$ cat src/rtl/download_loader_if.sv
// Download-side bus of the loader: data_io byte stream in, RAM write handshake out.
// The loader connects through the slave modport, the surrounding system through master.
interface download_loader_if #(
    parameter int ADDR_W = 25
);
    logic              dio_downloading;
    logic [4:0]        dio_index;
    logic              dio_wr;
    logic [ADDR_W-1:0] dio_addr;
    logic [7:0]        dio_data;
    logic              ram_ack;
    logic              wr;
    logic [ADDR_W-1:0] addr;
    logic [7:0]        data;

    modport slave (
        input  dio_downloading, dio_index, dio_wr, dio_addr, dio_data, ram_ack,
        output wr, addr, data
    );

    modport master (
        output dio_downloading, dio_index, dio_wr, dio_addr, dio_data, ram_ack,
        input  wr, addr, data
    );
endinterface

$ cat src/rtl/download_loader.sv
// Maps data_io downloads into RAM regions through a small write FIFO and, after a
// PRG load, patches BASIC end-of-program pointers with the CPU-space end address.
module download_loader #(
    parameter int                ADDR_W       = 25,
    parameter int                FIFO_DEPTH   = 4,
    parameter logic [4:0]        ROM_INDEX    = 5'd0,
    parameter logic [4:0]        PRG_INDEX    = 5'd1,
    parameter logic [ADDR_W-1:0] ROM_BASE     = 25'h0,
    parameter logic [ADDR_W-1:0] PRG_BASE     = 25'h10995,
    parameter logic [15:0]       PRG_CPU_BASE = 16'h8995,
    parameter logic [ADDR_W-1:0] PTR_ADDR     = 25'h103E9,
    parameter int                PTR_BYTES    = 2,
    parameter int                PTR_COUNT    = 1
) (
    input  logic                clk,
    input  logic                reset,
    download_loader_if.slave    bus,
    output logic                downloading,
    output logic                overflow
);
    localparam int PTR_W     = $clog2(FIFO_DEPTH);
    localparam int CNT_W     = PTR_W + 1;
    localparam int PTR_TOTAL = PTR_COUNT * PTR_BYTES;
    localparam int PIDX_W    = $clog2(PTR_TOTAL + 1);
    localparam int PB_W      = (PTR_BYTES > 1) ? $clog2(PTR_BYTES) : 1;
    localparam int VAL_W     = 8 * PTR_BYTES;

    typedef enum logic [2:0] {
        ST_IDLE, ST_LOAD, ST_DRAIN, ST_PATCH, ST_DONE
    } state_t;

    state_t            r_state;
    state_t            w_state_next;
    logic [4:0]        r_index;
    logic [15:0]       r_length;
    logic              r_downloading;
    logic              r_overflow;
    logic              r_dio_wr_d;
    logic [ADDR_W-1:0] r_fifo_addr [FIFO_DEPTH];
    logic [7:0]        r_fifo_data [FIFO_DEPTH];
    logic [PTR_W-1:0]  r_wptr;
    logic [PTR_W-1:0]  r_rptr;
    logic [CNT_W-1:0]  r_count;
    logic              r_wr;
    logic [ADDR_W-1:0] r_addr;
    logic [7:0]        r_data;
    logic [PIDX_W-1:0] r_patch_idx;
    logic [PB_W-1:0]   r_patch_b;

    logic              w_wr_rise;
    logic              w_push_try;
    logic              w_full;
    logic              w_push;
    logic              w_ack;
    logic              w_pop;
    logic              w_load_fifo;
    logic              w_load_patch;
    logic [PTR_W-1:0]  w_load_ptr;
    logic [ADDR_W-1:0] w_map_addr;
    logic [VAL_W-1:0]  w_value;
    logic [7:0]        w_patch_byte;

    always_ff @(posedge clk) begin
        if (reset) begin
            r_state <= ST_IDLE;
        end else begin
            r_state <= w_state_next;
        end
    end

    always_comb begin
        w_state_next = r_state;
        w_wr_rise    = bus.dio_wr & ~r_dio_wr_d;
        w_push_try   = (r_state == ST_LOAD) && w_wr_rise;
        w_full       = (r_count == CNT_W'(FIFO_DEPTH));
        w_push       = w_push_try && !w_full;
        w_ack        = r_wr && bus.ram_ack;
        // Pointer writes never come from the FIFO, so their acks must not pop it.
        w_pop        = w_ack && (r_state != ST_PATCH);
        // The presented entry stays in the FIFO until acked; reload from the next slot.
        w_load_fifo  = (!r_wr && (r_count != '0)) || (w_ack && (r_count > CNT_W'(1)));
        w_load_ptr   = r_wr ? (r_rptr + PTR_W'(1)) : r_rptr;
        w_load_patch = (r_state == ST_PATCH) && !r_wr && (r_patch_idx < PIDX_W'(PTR_TOTAL));
        w_value      = VAL_W'(PRG_CPU_BASE) + VAL_W'(r_length);
        w_patch_byte = w_value[{r_patch_b, 3'b000} +: 8];

        if (r_index == ROM_INDEX) begin
            w_map_addr = ROM_BASE + bus.dio_addr;
        end else if (r_index == PRG_INDEX) begin
            w_map_addr = PRG_BASE + bus.dio_addr;
        end else begin
            w_map_addr = bus.dio_addr;
        end

        case (r_state)
            ST_IDLE:  if (bus.dio_downloading) w_state_next = ST_LOAD;
            ST_LOAD:  if (!bus.dio_downloading) w_state_next = ST_DRAIN;
            ST_DRAIN: if ((r_count == '0) && !r_wr)
                          w_state_next = (r_index == PRG_INDEX) ? ST_PATCH : ST_DONE;
            ST_PATCH: if (w_ack && (r_patch_idx == PIDX_W'(PTR_TOTAL - 1)))
                          w_state_next = ST_DONE;
            ST_DONE:  w_state_next = ST_IDLE;
            default:  w_state_next = ST_IDLE;
        endcase
    end

    always_ff @(posedge clk) begin
        if (w_push) begin
            r_fifo_addr[r_wptr] <= w_map_addr;
            r_fifo_data[r_wptr] <= bus.dio_data;
        end
    end

    always_ff @(posedge clk) begin
        if (reset) begin
            r_index       <= '0;
            r_length      <= '0;
            r_downloading <= 1'b0;
            r_overflow    <= 1'b0;
            r_dio_wr_d    <= 1'b0;
            r_wptr        <= '0;
            r_rptr        <= '0;
            r_count       <= '0;
            r_wr          <= 1'b0;
            r_addr        <= '0;
            r_data        <= '0;
            r_patch_idx   <= '0;
            r_patch_b     <= '0;
        end else begin
            r_dio_wr_d <= bus.dio_wr;

            if ((r_state == ST_IDLE) && bus.dio_downloading) begin
                r_index       <= bus.dio_index;
                r_length      <= '0;
                r_overflow    <= 1'b0;
                r_downloading <= 1'b1;
                r_patch_idx   <= '0;
                r_patch_b     <= '0;
            end

            // Length follows every strobe, including one dropped on overflow.
            if (w_push_try) begin
                r_length <= 16'(bus.dio_addr) + 16'd1;
                if (w_full) r_overflow <= 1'b1;
            end

            if (w_push) r_wptr <= r_wptr + PTR_W'(1);
            if (w_pop)  r_rptr <= r_rptr + PTR_W'(1);
            case ({w_push, w_pop})
                2'b10:   r_count <= r_count + CNT_W'(1);
                2'b01:   r_count <= r_count - CNT_W'(1);
                default: r_count <= r_count;
            endcase

            if (w_load_fifo) begin
                r_wr   <= 1'b1;
                r_addr <= r_fifo_addr[w_load_ptr];
                r_data <= r_fifo_data[w_load_ptr];
            end else if (w_load_patch) begin
                r_wr   <= 1'b1;
                r_addr <= PTR_ADDR + ADDR_W'(r_patch_idx);
                r_data <= w_patch_byte;
            end else if (w_ack) begin
                r_wr <= 1'b0;
            end

            if ((r_state == ST_PATCH) && w_ack) begin
                r_patch_idx <= r_patch_idx + PIDX_W'(1);
                r_patch_b   <= (r_patch_b == PB_W'(PTR_BYTES - 1)) ? '0 : r_patch_b + PB_W'(1);
            end

            if (r_state == ST_DONE) r_downloading <= 1'b0;
        end
    end

    assign downloading = r_downloading;
    assign overflow    = r_overflow;
    assign bus.wr      = r_wr;
    assign bus.addr    = r_addr;
    assign bus.data    = r_data;
endmodule

$ cat src/flat_wrapper.sv
// flat-port wrapper written by rule: the top's interface ports become plain ports
module download_loader_flat 
#(
    parameter int                ADDR_W       = 25,
    parameter int                FIFO_DEPTH   = 4,
    parameter logic [4:0]        ROM_INDEX    = 5'd0,
    parameter logic [4:0]        PRG_INDEX    = 5'd1,
    parameter logic [ADDR_W-1:0] ROM_BASE     = 25'h0,
    parameter logic [ADDR_W-1:0] PRG_BASE     = 25'h10995,
    parameter logic [15:0]       PRG_CPU_BASE = 16'h8995,
    parameter logic [ADDR_W-1:0] PTR_ADDR     = 25'h103E9,
    parameter int                PTR_BYTES    = 2,
    parameter int                PTR_COUNT    = 1
)
  (clk, reset, downloading, overflow, bus_dio_downloading, bus_dio_index, bus_dio_wr, bus_dio_addr, bus_dio_data, bus_ram_ack, bus_wr, bus_addr, bus_data);
  download_loader_if #(.ADDR_W(ADDR_W)) bus_i ();
  input  logic clk;
  input  logic reset;
  output logic downloading;
  output logic overflow;
  input wire logic [$bits(bus_i.dio_downloading)-1:0] bus_dio_downloading;
  input wire logic [$bits(bus_i.dio_index)-1:0] bus_dio_index;
  input wire logic [$bits(bus_i.dio_wr)-1:0] bus_dio_wr;
  input wire logic [$bits(bus_i.dio_addr)-1:0] bus_dio_addr;
  input wire logic [$bits(bus_i.dio_data)-1:0] bus_dio_data;
  input wire logic [$bits(bus_i.ram_ack)-1:0] bus_ram_ack;
  output wire logic [$bits(bus_i.wr)-1:0] bus_wr;
  output wire logic [$bits(bus_i.addr)-1:0] bus_addr;
  output wire logic [$bits(bus_i.data)-1:0] bus_data;
  assign bus_i.dio_downloading = bus_dio_downloading;
  assign bus_i.dio_index = bus_dio_index;
  assign bus_i.dio_wr = bus_dio_wr;
  assign bus_i.dio_addr = bus_dio_addr;
  assign bus_i.dio_data = bus_dio_data;
  assign bus_i.ram_ack = bus_ram_ack;
  assign bus_wr = bus_i.wr;
  assign bus_addr = bus_i.addr;
  assign bus_data = bus_i.data;
  download_loader #(.ADDR_W(ADDR_W), .FIFO_DEPTH(FIFO_DEPTH), .ROM_INDEX(ROM_INDEX), .PRG_INDEX(PRG_INDEX), .ROM_BASE(ROM_BASE), .PRG_BASE(PRG_BASE), .PRG_CPU_BASE(PRG_CPU_BASE), .PTR_ADDR(PTR_ADDR), .PTR_BYTES(PTR_BYTES), .PTR_COUNT(PTR_COUNT)) u_core (.clk(clk), .reset(reset), .bus(bus_i), .downloading(downloading), .overflow(overflow));
endmodule
$ cat config.mk
export PLATFORM = sky130hd
export DESIGN_NAME = download_loader_flat
export DESIGN_NICKNAME = d
export VERILOG_FILES = /design/src/rtl/download_loader_if.sv /design/src/rtl/download_loader.sv /design/src/flat_wrapper.sv
export SDC_FILE = /design/constraint.sdc
export NUM_CORES = 1
export LEC_CHECK = 0
export BUFFER_PORTS_ARGS = -buffer_cell sky130_fd_sc_hd__buf_2
export CAP_MARGIN = 30
export CORE_ASPECT_RATIO = 1.75
export CORE_UTILIZATION = 40
export CTS_CLUSTER_SIZE = 12
export DETAILED_ROUTE_END_ITERATION = 12
export SYNTH_ARGS = -nofsm -noshare
export SYNTH_HDL_FRONTEND = slang
export SYNTH_SLANG_ARGS = --single-unit
$ cat constraint.sdc
create_clock -name clk -period 3.4 [get_ports clk]
set_clock_uncertainty 0.1 [all_clocks]
set_input_delay 0.68 -clock clk [delete_from_list [all_inputs] [get_ports clk]]
set_output_delay 0.68 -clock clk [all_outputs]
set_load 0.005 [all_outputs]
==> summary.txt <==
fin nets: 848
Overflow after GRT: 0
share of cells above drive strength 1: 0.2134
CTS max path bufs: 3
Max Cap Viol: 0
dpl cells: 1065
setup TNS: 0 ns
mean area per synthesized cell: 12.77 sq um
Rel. slew slack: 0.4329
DR pass1 iterations: 5
DR WL/cell: 19.28 um
clock-pin slew on the worst setup and hold paths: 0.06 ns
Starting Density: 0.4108
Vias/cell: 5.401
routed wire length: 21260 um
P_sw: 1.838 mW
worst path required time: 3.71 ns
Initial DRC Count: 371
RSZ-0062 raised after global routing: no
Rows: 72
H-tree depth: 1
CTS root buf: clkbuf_16
slowest stage delay, CP: 0.70 ns
initial antenna violation count: 1
synth warn: 0
Comb power frac: 0.228
clk_lat worst skew: 0.49 ns
Peak VDD IR: 0.3282 mV
first-pass GRT wire length: 32700 um
Mapped Cells: 716
delay-heaviest family, CP: simple AND/OR/NAND/NOR gates
CTS sink cnt: 203
Post-synth top flop: edfxtp_1
Setup Viol. Count Final: 0
clock network power share: 0.314
Pint: 4.655 mW
period utilisation layout: 0.7482
Reg power frac: 0.458
critical path launch point type: register
pin count of the biggest net entering global routing: 34
via count: 5957
vias in the first global route: 5921
CTS tree: done
leakage: 3.729 nW
Post-CTS Resized: 0
post-layout instance area: 0.01044 sq mm
Yosys reg bits: 203
# hold bufs at CTS: 0
Cell Area, Synth: 0.009140 sq mm
Post-CTS Setup Bufs: 0
post-route ant nets: 0
Yosys cell types: 70
total power: 6.492 mW
# IOs: 79
Placer Congestion: 0.8287
Sw Share: 0.2830
Die Y: 202.0 um
Final Core Density: 0.4691
DRC errors left: 0
CP endpoint kind: register
Post-DP HPWL: 14740 um
Slew @ Worst Pin: 0.8506 ns
CP arrival: 2.86 ns
CP Buf/Inv Count: 2
Hold Fails Final Rpt: 0
commonest non-fill, non-tap cell in the layout: edfxtp_1
Core Region: 0.02225 sq mm
area of the die: 0.02348 sq mm
worst min-delay path class: in -> reg
post-route non-filler standard cell count: 1103
CP Class: reg -> reg
EDFF count, synth: 132
critical-path cell list: inv_1 -> ha_1 -> o21bai_1 -> a21oi_2 -> nand2b_1 -> buf_4 -> nand3_1 -> a21oi_1
Post-DP Area: 0.009847 sq mm
status: complete, no violations
TritonCTS Buffers: 21
syn nets: 772
Seq/Total Area, Yosys: 0.5892
FMAX: 0.3931 GHz
synthesis-to-layout area growth: 14.21%
Worst path slowest cell: nand2b_1
ys async rst share: 0
commonest non-fill, non-tap cells in the layout: edfxtp_1, buf_2, dfxtp_1
Port Buffers: 78
Tmin final: 2.544 ns
PwrDens: 622.0 mW/mm^2
fin. max-slew vios: 0
Die Span X: 116.3 um
gr usage total: 0.1853
critical path fanouts, max: 20
power by group through the flow:
| stage | logic [mW] | clock network, mW | registers, mW |
|---|---|---|---|
| after floorplan | 1.04 | 0 | 2.98 |
| after global placement | 1.49 | 0 | 3.03 |
| after detailed placement | 1.51 | 0 | 3.03 |
| after CTS | 1.51 | 2.09 | 2.98 |
| after global routing | 1.63 | 2.16 | 2.99 |
| final | 1.48 | 2.04 | 2.98 |
synthesized netlist by cell type, types with 13 or more instances:
cell	number	area [sq um]
xor2_1	25	219.0
nand3_1	25	125.1
inv_1	13	48.80
ha_1	13	162.7
nor3_1	29	145.1
dfxtp_1	71	1421
a21oi_1	40	200.2
buf_2	22	110.1
xnor2_1	26	227.7
nor2_1	53	198.9
edfxtp_1	132	3964
nand2_1	68	255.2
mux4_2	33	743.2
o21ai_0	14	70.07
cell families (layout without fill, tap and decap cells):
| family | count (synthesis) | count (layout) | share of synthesized area |
|---|---|---|---|
| adders and majority gates | 13 | 13 | 0.01780 |
| DFF | 203 | 203 | 0.5892 |
| AOI/OAI and AO/OA | 123 | 123 | 0.09350 |
| and+or+nand+nor | 228 | 228 | 0.1239 |
| other | 0 | 1 | 0 |
| buffers and inverters | 58 | 148 | 0.03176 |
| xor gates and xnor gates | 52 | 52 | 0.05065 |
| muxes | 39 | 39 | 0.09322 |
flip-flops by register name, summed over array words and instances, names as in the netlist, 2 cells and up:
name / count
u_core.r_fifo_addr: 100
u_core.bus.data: 8
u_core.r_state: 3
u_core.r_wptr: 2
u_core.r_index: 5
u_core.r_patch_idx: 2
u_core.r_count: 3
u_core.r_length: 16
u_core.r_rptr: 2
u_core.bus.addr: 25
u_core.r_fifo_data: 32
metrics by stage:
step | setup WS [ns] | hold WS [ns]
2_1_floorplan | 0.8164 | 0.3363
3_3_place_gp | 0.8614 | 0.3447
3_5_place_dp | 0.8201 | 0.3527
4_1_cts | 0.8409 | 0.3021
5_1_grt | 0.5808 | 0.3089
6_report | 0.8561 | 0.3163
per-layer routing:
| layer | GRT usage | vias up | wire length, um | part of all wire |
|---|---|---|---|---|
| li1 | - | 2829 | - | - |
| met1 | 0.2182 | 2958 | 8505 | 0.40 |
| met2 | 0.3396 | 138 | 11440 | 0.54 |
| met3 | 0.02129 | 32 | 779 | 0.037 |
| met4 | 0.06456 | 0 | 536 | 0.025 |
| met5 | 0 | - | 0 | 0 |
worst register-to-register path, stage by stage, from the launching register on:
cell and delay, ns:
dfxtp_1 0.36, inv_1 0.10, ha_1 0.24, o21bai_1 0.12, a21oi_2 0.21, nand2b_1 0.70
buf_4 0.37, nand3_1 0.11, a21oi_1 0.15
path summary, 6_finish.rpt:
| check | startpoint | to | slack, ns | depth (start not counted) |
|---|---|---|---|---|
| setup / recovery | u_core.r_count[0]$_SDFFE_PP0P_ | u_core.bus.addr[15]$_SDFFE_PP0P_ | 0.86 | 8 |
| hold / removal | bus_dio_data[3] | u_core.r_fifo_data[3][3]$_DFFE_PP_ | 0.32 | 1 |
| setup reg to reg | u_core.r_count[0]$_SDFFE_PP0P_ | u_core.bus.addr[15]$_SDFFE_PP0P_ | 0.86 | 8 |
| hold reg to reg | u_core.r_index[4]$_SDFFE_PP0P_ | u_core.r_index[4]$_SDFFE_PP0P_ | 0.36 | 2 |
final cells by class:
cell class	instances	area, sq um
Fill cell	2045	11810
Sequential cell	203	5385
Multi-Input combinational cell	455	3497
Clock buffer	34	574.3
Timing Repair Buffer	96	538.0
Tap cell	296	370.4
Inverter	15	56.30
Clock inverter	3	15.01
Antenna cell	1	2.502
(Power assumes the default switching activity.)
